==> config.mk <==
export PLATFORM = sky130hd
export DESIGN_NAME = mjolnir_seq_addsub_flat
export DESIGN_NICKNAME = d
export VERILOG_FILES = /design/src/rtl/mjolnir_seq_addsub_if.sv /design/src/rtl/mjolnir_seq_addsub.sv /design/src/flat_wrapper.sv
export SDC_FILE = /design/constraint.sdc
export NUM_CORES = 1
export LEC_CHECK = 0
export CORE_ASPECT_RATIO = 0.5
export CORE_MARGIN = 2
export CORE_UTILIZATION = 52
export CTS_CLUSTER_SIZE = 12
export DETAILED_ROUTE_END_ITERATION = 10
export PLACE_DENSITY_LB_ADDON = 0.08
export SLEW_MARGIN = 20
export SYNTH_ARGS = -nofsm -noshare
export SYNTH_HDL_FRONTEND = slang
export SYNTH_SLANG_ARGS = --single-unit
==> constraint.sdc <==
create_clock -name clk -period 3.49 [get_ports clk]
set_input_delay 0.8725 -clock clk [delete_from_list [all_inputs] [get_ports clk]]
set_output_delay 0.8725 -clock clk [all_outputs]
set_load 0.01 [all_outputs]
==> src/rtl/mjolnir_seq_addsub_if.sv <==
// Bus bundle for mjolnir_seq_addsub: operation request in, status/result out.
interface mjolnir_seq_addsub_if #(
  parameter int WIDTH = 16
);
  logic             start;
  logic             sub;
  logic [WIDTH-1:0] a;
  logic [WIDTH-1:0] b;
  logic             busy;
  logic             done;
  logic [WIDTH-1:0] sum;
  logic             cout;
  logic             ovf;

  modport master (
    output start, sub, a, b,
    input  busy, done, sum, cout, ovf
  );

  modport slave (
    input  start, sub, a, b,
    output busy, done, sum, cout, ovf
  );
endinterface

==> src/rtl/mjolnir_seq_addsub.sv <==
// Multi-cycle adder/subtractor: adds CHUNK bits per clock, carry held in a
// register between cycles. Subtract is a + ~b + 1 (carry-in = sub).
module mjolnir_seq_addsub #(
  parameter int WIDTH = 16,
  parameter int CHUNK = 4
) (
  input  logic                 clk,
  input  logic                 rst_n,
  mjolnir_seq_addsub_if.slave  bus
);
  localparam int N    = WIDTH / CHUNK;
  localparam int IDXW = (N > 1) ? $clog2(N) : 1;

  typedef enum logic [1:0] {S_IDLE, S_RUN, S_DONE} state_t;

  state_t            r_state;
  state_t            w_state_nxt;
  logic [WIDTH-1:0]  r_opa;
  logic [WIDTH-1:0]  r_opb;
  logic [WIDTH-1:0]  r_part;
  logic              r_carry;
  logic [IDXW-1:0]   r_idx;
  logic [WIDTH-1:0]  r_sum;
  logic              r_cout;
  logic              r_ovf;

  logic [CHUNK-1:0]  w_a_chunk;
  logic [CHUNK-1:0]  w_b_chunk;
  logic [CHUNK:0]    w_chunk_sum;
  logic [WIDTH-1:0]  w_result;
  logic              w_last;
  logic              w_ovf;

  // Select the current operand chunks and merge this cycle's chunk into the
  // partial result, so the final cycle can publish the complete sum directly.
  always_comb begin
    w_a_chunk = '0;
    w_b_chunk = '0;
    for (int unsigned k = 0; k < N; k++) begin
      if (r_idx == IDXW'(k)) begin
        w_a_chunk = r_opa[k*CHUNK +: CHUNK];
        w_b_chunk = r_opb[k*CHUNK +: CHUNK];
      end
    end
    w_chunk_sum = {1'b0, w_a_chunk} + {1'b0, w_b_chunk} + {{CHUNK{1'b0}}, r_carry};
    w_result    = r_part;
    for (int unsigned k = 0; k < N; k++) begin
      if (r_idx == IDXW'(k)) begin
        w_result[k*CHUNK +: CHUNK] = w_chunk_sum[CHUNK-1:0];
      end
    end
    w_last = (r_idx == IDXW'(N - 1));
    w_ovf  = (r_opa[WIDTH-1] == r_opb[WIDTH-1]) && (w_result[WIDTH-1] != r_opa[WIDTH-1]);
  end

  // Next-state logic for the IDLE/RUN/DONE sequencer.
  always_comb begin
    w_state_nxt = r_state;
    unique case (r_state)
      S_IDLE:  if (bus.start) w_state_nxt = S_RUN;
      S_RUN:   if (w_last)    w_state_nxt = S_DONE;
      S_DONE:  w_state_nxt = S_IDLE;
      default: w_state_nxt = S_IDLE;
    endcase
  end

  // State register plus operand capture, chunk datapath and result registers.
  always_ff @(posedge clk or negedge rst_n) begin
    if (!rst_n) begin
      r_state <= S_IDLE;
      r_opa   <= '0;
      r_opb   <= '0;
      r_part  <= '0;
      r_carry <= 1'b0;
      r_idx   <= '0;
      r_sum   <= '0;
      r_cout  <= 1'b0;
      r_ovf   <= 1'b0;
    end else begin
      r_state <= w_state_nxt;
      unique case (r_state)
        S_IDLE: begin
          if (bus.start) begin
            r_opa   <= bus.a;
            r_opb   <= bus.sub ? ~bus.b : bus.b;
            r_carry <= bus.sub;
            r_idx   <= '0;
          end
        end
        S_RUN: begin
          r_part  <= w_result;
          r_carry <= w_chunk_sum[CHUNK];
          r_idx   <= r_idx + IDXW'(1);
          if (w_last) begin
            r_sum  <= w_result;
            r_cout <= w_chunk_sum[CHUNK];
            r_ovf  <= w_ovf;
          end
        end
        default: ;
      endcase
    end
  end

  assign bus.busy = (r_state == S_RUN);
  assign bus.done = (r_state == S_DONE);
  assign bus.sum  = r_sum;
  assign bus.cout = r_cout;
  assign bus.ovf  = r_ovf;
endmodule

==> src/flat_wrapper.sv <==
// flat-port wrapper written by rule: the top's interface ports become plain ports
module mjolnir_seq_addsub_flat 
#(
  parameter int WIDTH = 16,
  parameter int CHUNK = 4
)
  (clk, rst_n, bus_start, bus_sub, bus_a, bus_b, bus_busy, bus_done, bus_sum, bus_cout, bus_ovf);
  mjolnir_seq_addsub_if #(.WIDTH(WIDTH)) bus_i ();
  input  logic clk;
  input  logic rst_n;
  input wire logic [$bits(bus_i.start)-1:0] bus_start;
  input wire logic [$bits(bus_i.sub)-1:0] bus_sub;
  input wire logic [$bits(bus_i.a)-1:0] bus_a;
  input wire logic [$bits(bus_i.b)-1:0] bus_b;
  output wire logic [$bits(bus_i.busy)-1:0] bus_busy;
  output wire logic [$bits(bus_i.done)-1:0] bus_done;
  output wire logic [$bits(bus_i.sum)-1:0] bus_sum;
  output wire logic [$bits(bus_i.cout)-1:0] bus_cout;
  output wire logic [$bits(bus_i.ovf)-1:0] bus_ovf;
  assign bus_i.start = bus_start;
  assign bus_i.sub = bus_sub;
  assign bus_i.a = bus_a;
  assign bus_i.b = bus_b;
  assign bus_busy = bus_i.busy;
  assign bus_done = bus_i.done;
  assign bus_sum = bus_i.sum;
  assign bus_cout = bus_i.cout;
  assign bus_ovf = bus_i.ovf;
  mjolnir_seq_addsub #(.WIDTH(WIDTH), .CHUNK(CHUNK)) u_core (.clk(clk), .rst_n(rst_n), .bus(bus_i));
endmodule
# Word level (Yosys, flattened, before mapping)
# Cells that the tools add are included.
dict set report totals {
  output_inout_bits 20
  input_bits 36
  reg_bits 71
  word_cells 50
}
dict set report classes {
  n_addsub 3
  reduce_logical 8
  mux 20
  n_bitwise 1
  n_eq_ne 9
}
# op n
set op_table {}
lappend op_table {{two-way mux 4 bit} 12}
lappend op_table {{two-way mux 16 bit} 1}
lappend op_table {{inverter 16 bit} 1}
lappend op_table {{one-hot mux 2 bit (2 select lines)} 2}
lappend op_table {{AND reduction 2 bit} 4}
lappend op_table {{== test 2 bit (second input constant)} 3}
lappend op_table {{two-way mux 2 bit} 3}
lappend op_table {{adder 4 x 4 -> 5 bit} 1}
lappend op_table {{adder 5 x 1 -> 5 bit} 1}
lappend op_table {{== test 2 x 1 -> 1 bit (second input constant)} 2}
lappend op_table {{zero test 2 bit} 2}
lappend op_table {{adder 2 x 1 -> 2 bit (second input constant)} 1}
lappend op_table {{inequality test 2 x 1 -> 1 bit (second input constant)} 1}
lappend op_table {{inequality test 2 bit (second input constant)} 1}
lappend op_table {{one-hot mux 1 bit (2 select lines)} 1}
lappend op_table {{nonzero test 2 bit} 1}
lappend op_table {{== test 1 bit} 1}
lappend op_table {{logical AND 1 bit} 1}
lappend op_table {{two-way mux 1 bit} 1}
lappend op_table {{inequality test 1 bit} 1}

# Logic depth before layout (Yosys ltp)
dict set report depth {
  depth_word 10
  mapped_depth 13
  ltp_nobuf 12
}

# Worst setup path before layout
# Ideal clock, no wire load.
dict set report synth_timing {
  path_type {register to register}
  from {register u_core.r_idx[1]}
  to {register u_core.r_ovf (netlist: u_core.bus.ovf)}
  required_time_ns 3.408
  setup_ns 0.082
  path_stages_with_launch 14
  period_less_slack_ns 2.815
  setup_slack_ns 0.675
  arrival_ns 2.733
  n_path_buf 2
  path_cell_list {dfrtp_1 -> inv_1 -> ha_1 -> clkbuf_1 -> buf_2 -> nand2_1 -> a21oi_1 -> a21oi_1 -> o21ai_0 -> ha_1 -> and3b_4 -> o21a_1 -> or4_1 -> a31oi_1}
}
dict set report synth_between {
  elab_chain_cells 10
  elab_cells_between_ends 18
  classes_between {2 x add/sub; 4 x eq/ne; 9 x mux; 3 x reduce/logical}
}
# element line
set synth_rtl {}
lappend synth_rtl {{start: declaration} mjolnir_seq_addsub.sv:22} ;# logic [IDXW-1:0] r_idx;
lappend synth_rtl {{start signal: assignment} mjolnir_seq_addsub.sv:93} ;# r_idx <= r_idx + IDXW'(1);
lappend synth_rtl {{zero test 2 bit} mjolnir_seq_addsub.sv:40} ;# if (r_idx == IDXW'(k)) begin
lappend synth_rtl {{two-way mux 4 bit (4 in a row)} mjolnir_seq_addsub.sv:40}
lappend synth_rtl {{adder 4 x 4 -> 5 bit} mjolnir_seq_addsub.sv:45} ;# w_chunk_sum = {1'b0, w_a_chunk} + {1'b0, w_b_chunk} + {{CHUNK{1'b0}}, r_carry};
lappend synth_rtl {{adder 5 x 1 -> 5 bit} mjolnir_seq_addsub.sv:45}
lappend synth_rtl {{two-way mux 4 bit} mjolnir_seq_addsub.sv:48} ;# if (r_idx == IDXW'(k)) begin
lappend synth_rtl {{inequality test 1 bit} mjolnir_seq_addsub.sv:53} ;# w_ovf = (r_opa[WIDTH-1] == r_opb[WIDTH-1]) && (w_result[WIDTH-1] != r_opa[WIDTH-1]);
lappend synth_rtl {{logical AND 1 bit} mjolnir_seq_addsub.sv:53}
lappend synth_rtl {{end signal: assignment} mjolnir_seq_addsub.sv:97} ;# r_ovf <= w_ovf;
lappend synth_rtl {{end: declaration} mjolnir_seq_addsub.sv:25} ;# logic r_ovf;
# Parallel ways exist; a longest one is shown, timed or not.
# A chain may end at the register's enable or synchronous reset.

# Worst setup path in the final report
dict set report layout_timing {
  from {register u_core.r_idx[0]}
  to {register u_core.r_sum[10] (netlist: u_core.bus.sum[10])}
}
dict set report layout_between {
  elab_chain_cells 8
  elab_cells_between_ends 16
  classes_between {2 x add/sub; 3 x eq/ne; 9 x mux; 2 x reduce/logical}
}
# element line
set layout_rtl {}
lappend layout_rtl {{zero test 2 bit} mjolnir_seq_addsub.sv:40}
lappend layout_rtl {{two-way mux 4 bit (4 in a row)} mjolnir_seq_addsub.sv:40}
lappend layout_rtl {{adder 4 x 4 -> 5 bit} mjolnir_seq_addsub.sv:45}
lappend layout_rtl {{adder 5 x 1 -> 5 bit} mjolnir_seq_addsub.sv:45}
lappend layout_rtl {{two-way mux 4 bit} mjolnir_seq_addsub.sv:48}
lappend layout_rtl {{end signal: assignment} mjolnir_seq_addsub.sv:95} ;# r_sum <= w_result;
lappend layout_rtl {{end: declaration} mjolnir_seq_addsub.sv:23} ;# logic [WIDTH-1:0] r_sum;
# Parallel ways exist; a longest one is shown, timed or not.

==> flow_metrics.tcl <==
set metrics [dict create \
    yosysWarnings 0 \
    async_flop_share_pct 100 \
    slew_headroom_pct 37.0 \
    clock_skew_ns 0.00357 \
    postSynthCellCount 314 \
    p_sw_share_pct 40.5 \
    maxCapViolCount 0 \
    synth_top_area_share_pct 52.5 \
    cts.path.max_buffers 2 \
    syn_avg_cell_area_um2 10.2 \
    grt_start_max_net_pins 68 \
    root_buffer "clkbuf_16" \
    ys_types 30 \
    cts_sinks 67 \
    cp.arrival_ns 3.49 \
    dp_cells 434 \
    drt-total-wl_mm 6.75 \
    avgViaCountPerCell 5.34 \
    fin_crit_ns 3.26 \
    grt_use_total_pct 21.9 \
    leakage_uw 0.00176 \
    setup_tns_ns 0 \
    cts_tree "built" \
    dr.pass1.iters 4 \
    cpMostUsedCell "fa_1" \
    seq_power_share_pct 30.4 \
    grt_pass1_wl_mm 11.2 \
    cp.required_ns 3.73 \
    ant_nets 0 \
    finalMaxSlewViolations 0 \
    die_h_um 59.4 \
    p_comb_share_pct 50.6 \
    coreArea_um2 6010 \
    antenna_found_initial 0 \
    cts_resized 0 \
    max-vdd-ir-drop_mv 0.424 \
    finalSetupViolCount 0 \
    synthTopCellsByCount "67 x dfrtp_1, 42 x nand2_1, 35 x o21ai_0" \
    worstPathCellList "inv_1 -> ha_1 -> nor2b_1 -> a221oi_1 -> nor3_1 -> a21oi_1 -> fa_1 -> fa_1 -> xnor2_1 -> mux2i_1 -> o21ai_0" \
    diodes 0 \
    hpwlAfterDp_mm 4.61 \
    synth.cell_area_um2 3190 \
    tightest_slew_ns 0.942 \
    syn_nets 359 \
    p_total_uw 4620 \
    p_int_uw 2750 \
    fmax_mhz 307 \
    start_util_pct 53.1 \
    drive_above_1_share_pct 11.5 \
    yosysSeqAreaShare_pct 52.5 \
    rsz0062_at_grt "false" \
    grt_pass1_vias 2357 \
    port_buffers 55 \
    cp_num_buf_inv 1 \
    power-per-cell-area_nw_per_um2 1130 \
    stdcell_count 450 \
    switching_power_uw 1870 \
    cts_buffers 9 \
    synth_flop_cell "dfrtp_1" \
    status "completed" \
    io_pins 56 \
    crit_type "reg -> reg" \
    synth-edff-count 0 \
    slowest_stage "fa_1" \
    post_cts_buffers 0 \
    ys_seq_elements 67 \
    final_nets 413 \
    cts.clk_slew.worst_paths_ns 0.06 \
    synth_top_area_cell "dfrtp_1" \
    routabilityCongestion 0.808 \
    max_stage_delay_ns 0.47 \
    endpoint_kind "flop" \
    hold_viol_final 0 \
    vias 2403 \
    overflow 0 \
    drt_iter0_drc 126 \
    insertion_delay_ns 0.33 \
    cp_max_fo 5 \
    htreeDepth 3 \
    cp_top_family "adder cells" \
    dieWidth_um 115 \
    p_clk_share_pct 19.0 \
    num_rows 20 \
    fin_ws_ns 0.233 \
    area_growth_pct 28.6 \
    hold_buffers 0 \
    synth_area_leaders "dfrtp_1 53%, mux2_2 5.6%, o21ai_0 5.5%, nand2_1 4.9%, a21oi_1 4.9%" \
    wl_per_cell_um 15.0 \
    place_worst_setup_slack_ns 0.401 \
    synth.most_common_cell "dfrtp_1" \
    post-route-drc-count 0 \
    fin_crit_sh_pct 93.3 \
    start_kind "flop" \
    design.die.area_um2 6820 \
    hold_class "reg -> reg" \
    fill_cells 474 \
]
through the flow:
step	instance area, um2	utilization [%]	hold WS (ns)
after floorplan	3190	-	0.442
after global placement	3810	63.5	0.459
after detailed placement	3810	63.5	0.465
after CTS	4110	68.4	0.478
after global routing	4110	68.4	0.500
final	4110	68.4	0.474
placed cells by master (no fill, tap or decap), types with 9 or more instances in the layout:
cell type	instances
nor2b_1	9
mux2_2	16
nand2_1	42
mux2i_1	9
o21ai_0	35
dfrtp_1	67
clkdlybuf4s50_1	54
xnor2_1	17
a21oi_1	31
nor2_1	18
clkbuf_16	9
final timing paths:
path / start / cells after the start / slack (ns) / end
worst min register to register: u_core.bus.sum[14]$_DFFE_PN0P_ / 1 / 0.47 / u_core.bus.sum[14]$_DFFE_PN0P_
worst min-delay path: u_core.bus.sum[14]$_DFFE_PN0P_ / 1 / 0.47 / u_core.bus.sum[14]$_DFFE_PN0P_
worst max-delay path: u_core.r_idx[0]$_DFFE_PN0P_ / 11 / 0.23 / u_core.bus.sum[10]$_DFFE_PN0P_
min in group asynchronous: rst_n / 2 / 0.72 / u_core.bus.sum[0]$_DFFE_PN0P_
worst max register to register: u_core.r_idx[0]$_DFFE_PN0P_ / 11 / 0.23 / u_core.bus.sum[10]$_DFFE_PN0P_
max in group asynchronous: rst_n / 2 / 2.19 / u_core.r_opa[4]$_DFFE_PN0P_
power by group through the flow:
stage / Sequential, uW / Clock, uW / Combinational (uW)
2_1_floorplan: 1380 / 0 / 1570
3_3_place_gp: 1400 / 0 / 2240
3_5_place_dp: 1420 / 0 / 2300
4_1_cts: 1400 / 896 / 2340
5_1_grt: 1450 / 929 / 2630
6_report: 1400 / 878 / 2340
logic make-up (layout without fill, tap and decap cells):
| family | Yosys count | after routing | share of synthesized area (%) |
|---|---|---|---|
| and+or+nand+nor | 86 | 86 | 12.3 |
| buffers and inverters | 26 | 85 | 3.29 |
| adders and majority gates | 9 | 9 | 4.00 |
| DFF | 67 | 67 | 52.5 |
| AOI/OAI and AO/OA | 83 | 83 | 14.4 |
| xor gates and xnor gates | 18 | 18 | 4.94 |
| muxes | 25 | 25 | 8.47 |
cell type report:
class | instances | area [um2] | share of cell area, %
well taps | 77 | 96.3 | 2.35
repair buffers | 61 | 591 | 14.4
clock buffers | 9 | 225 | 5.49
clock inverters | 7 | 68.8 | 1.68
inverters | 8 | 30.0 | 0.731
flip-flops and latches | 67 | 1680 | 40.8
multi-input cells | 221 | 1420 | 34.5
worst reg2reg max path, stage by stage, from the launching register on:
cell      delay (ns)
dfrtp_1         0.43
inv_1           0.11
ha_1            0.17
nor2b_1         0.33
a221oi_1        0.15
nor3_1          0.25
a21oi_1         0.11
fa_1            0.47
fa_1            0.45
xnor2_1         0.37
mux2i_1         0.15
o21ai_0         0.18
registers in the layout (all words and copies together), names as in the netlist:
name             count
u_core.r_opa        16
u_core.r_state       2
u_core.bus.cout      1
u_core.bus.ovf       1
u_core.r_part       12
u_core.bus.sum      16
u_core.r_opb        16
u_core.r_idx         2
u_core.r_carry       1
layer usage:
| layer | track usage (%) | wire (um) | vias to the layer above |
|---|---|---|---|
| met2 | 35.9 | 3000 | 67 |
| met5 | 0 | 0 | - |
| li1 | - | - | 1189 |
| met1 | 28.5 | 3220 | 1140 |
| met3 | 6.03 | 477 | 7 |
| met4 | 7.92 | 61 | 0 |
Note: power is estimated with default switching activity, not from simulation.
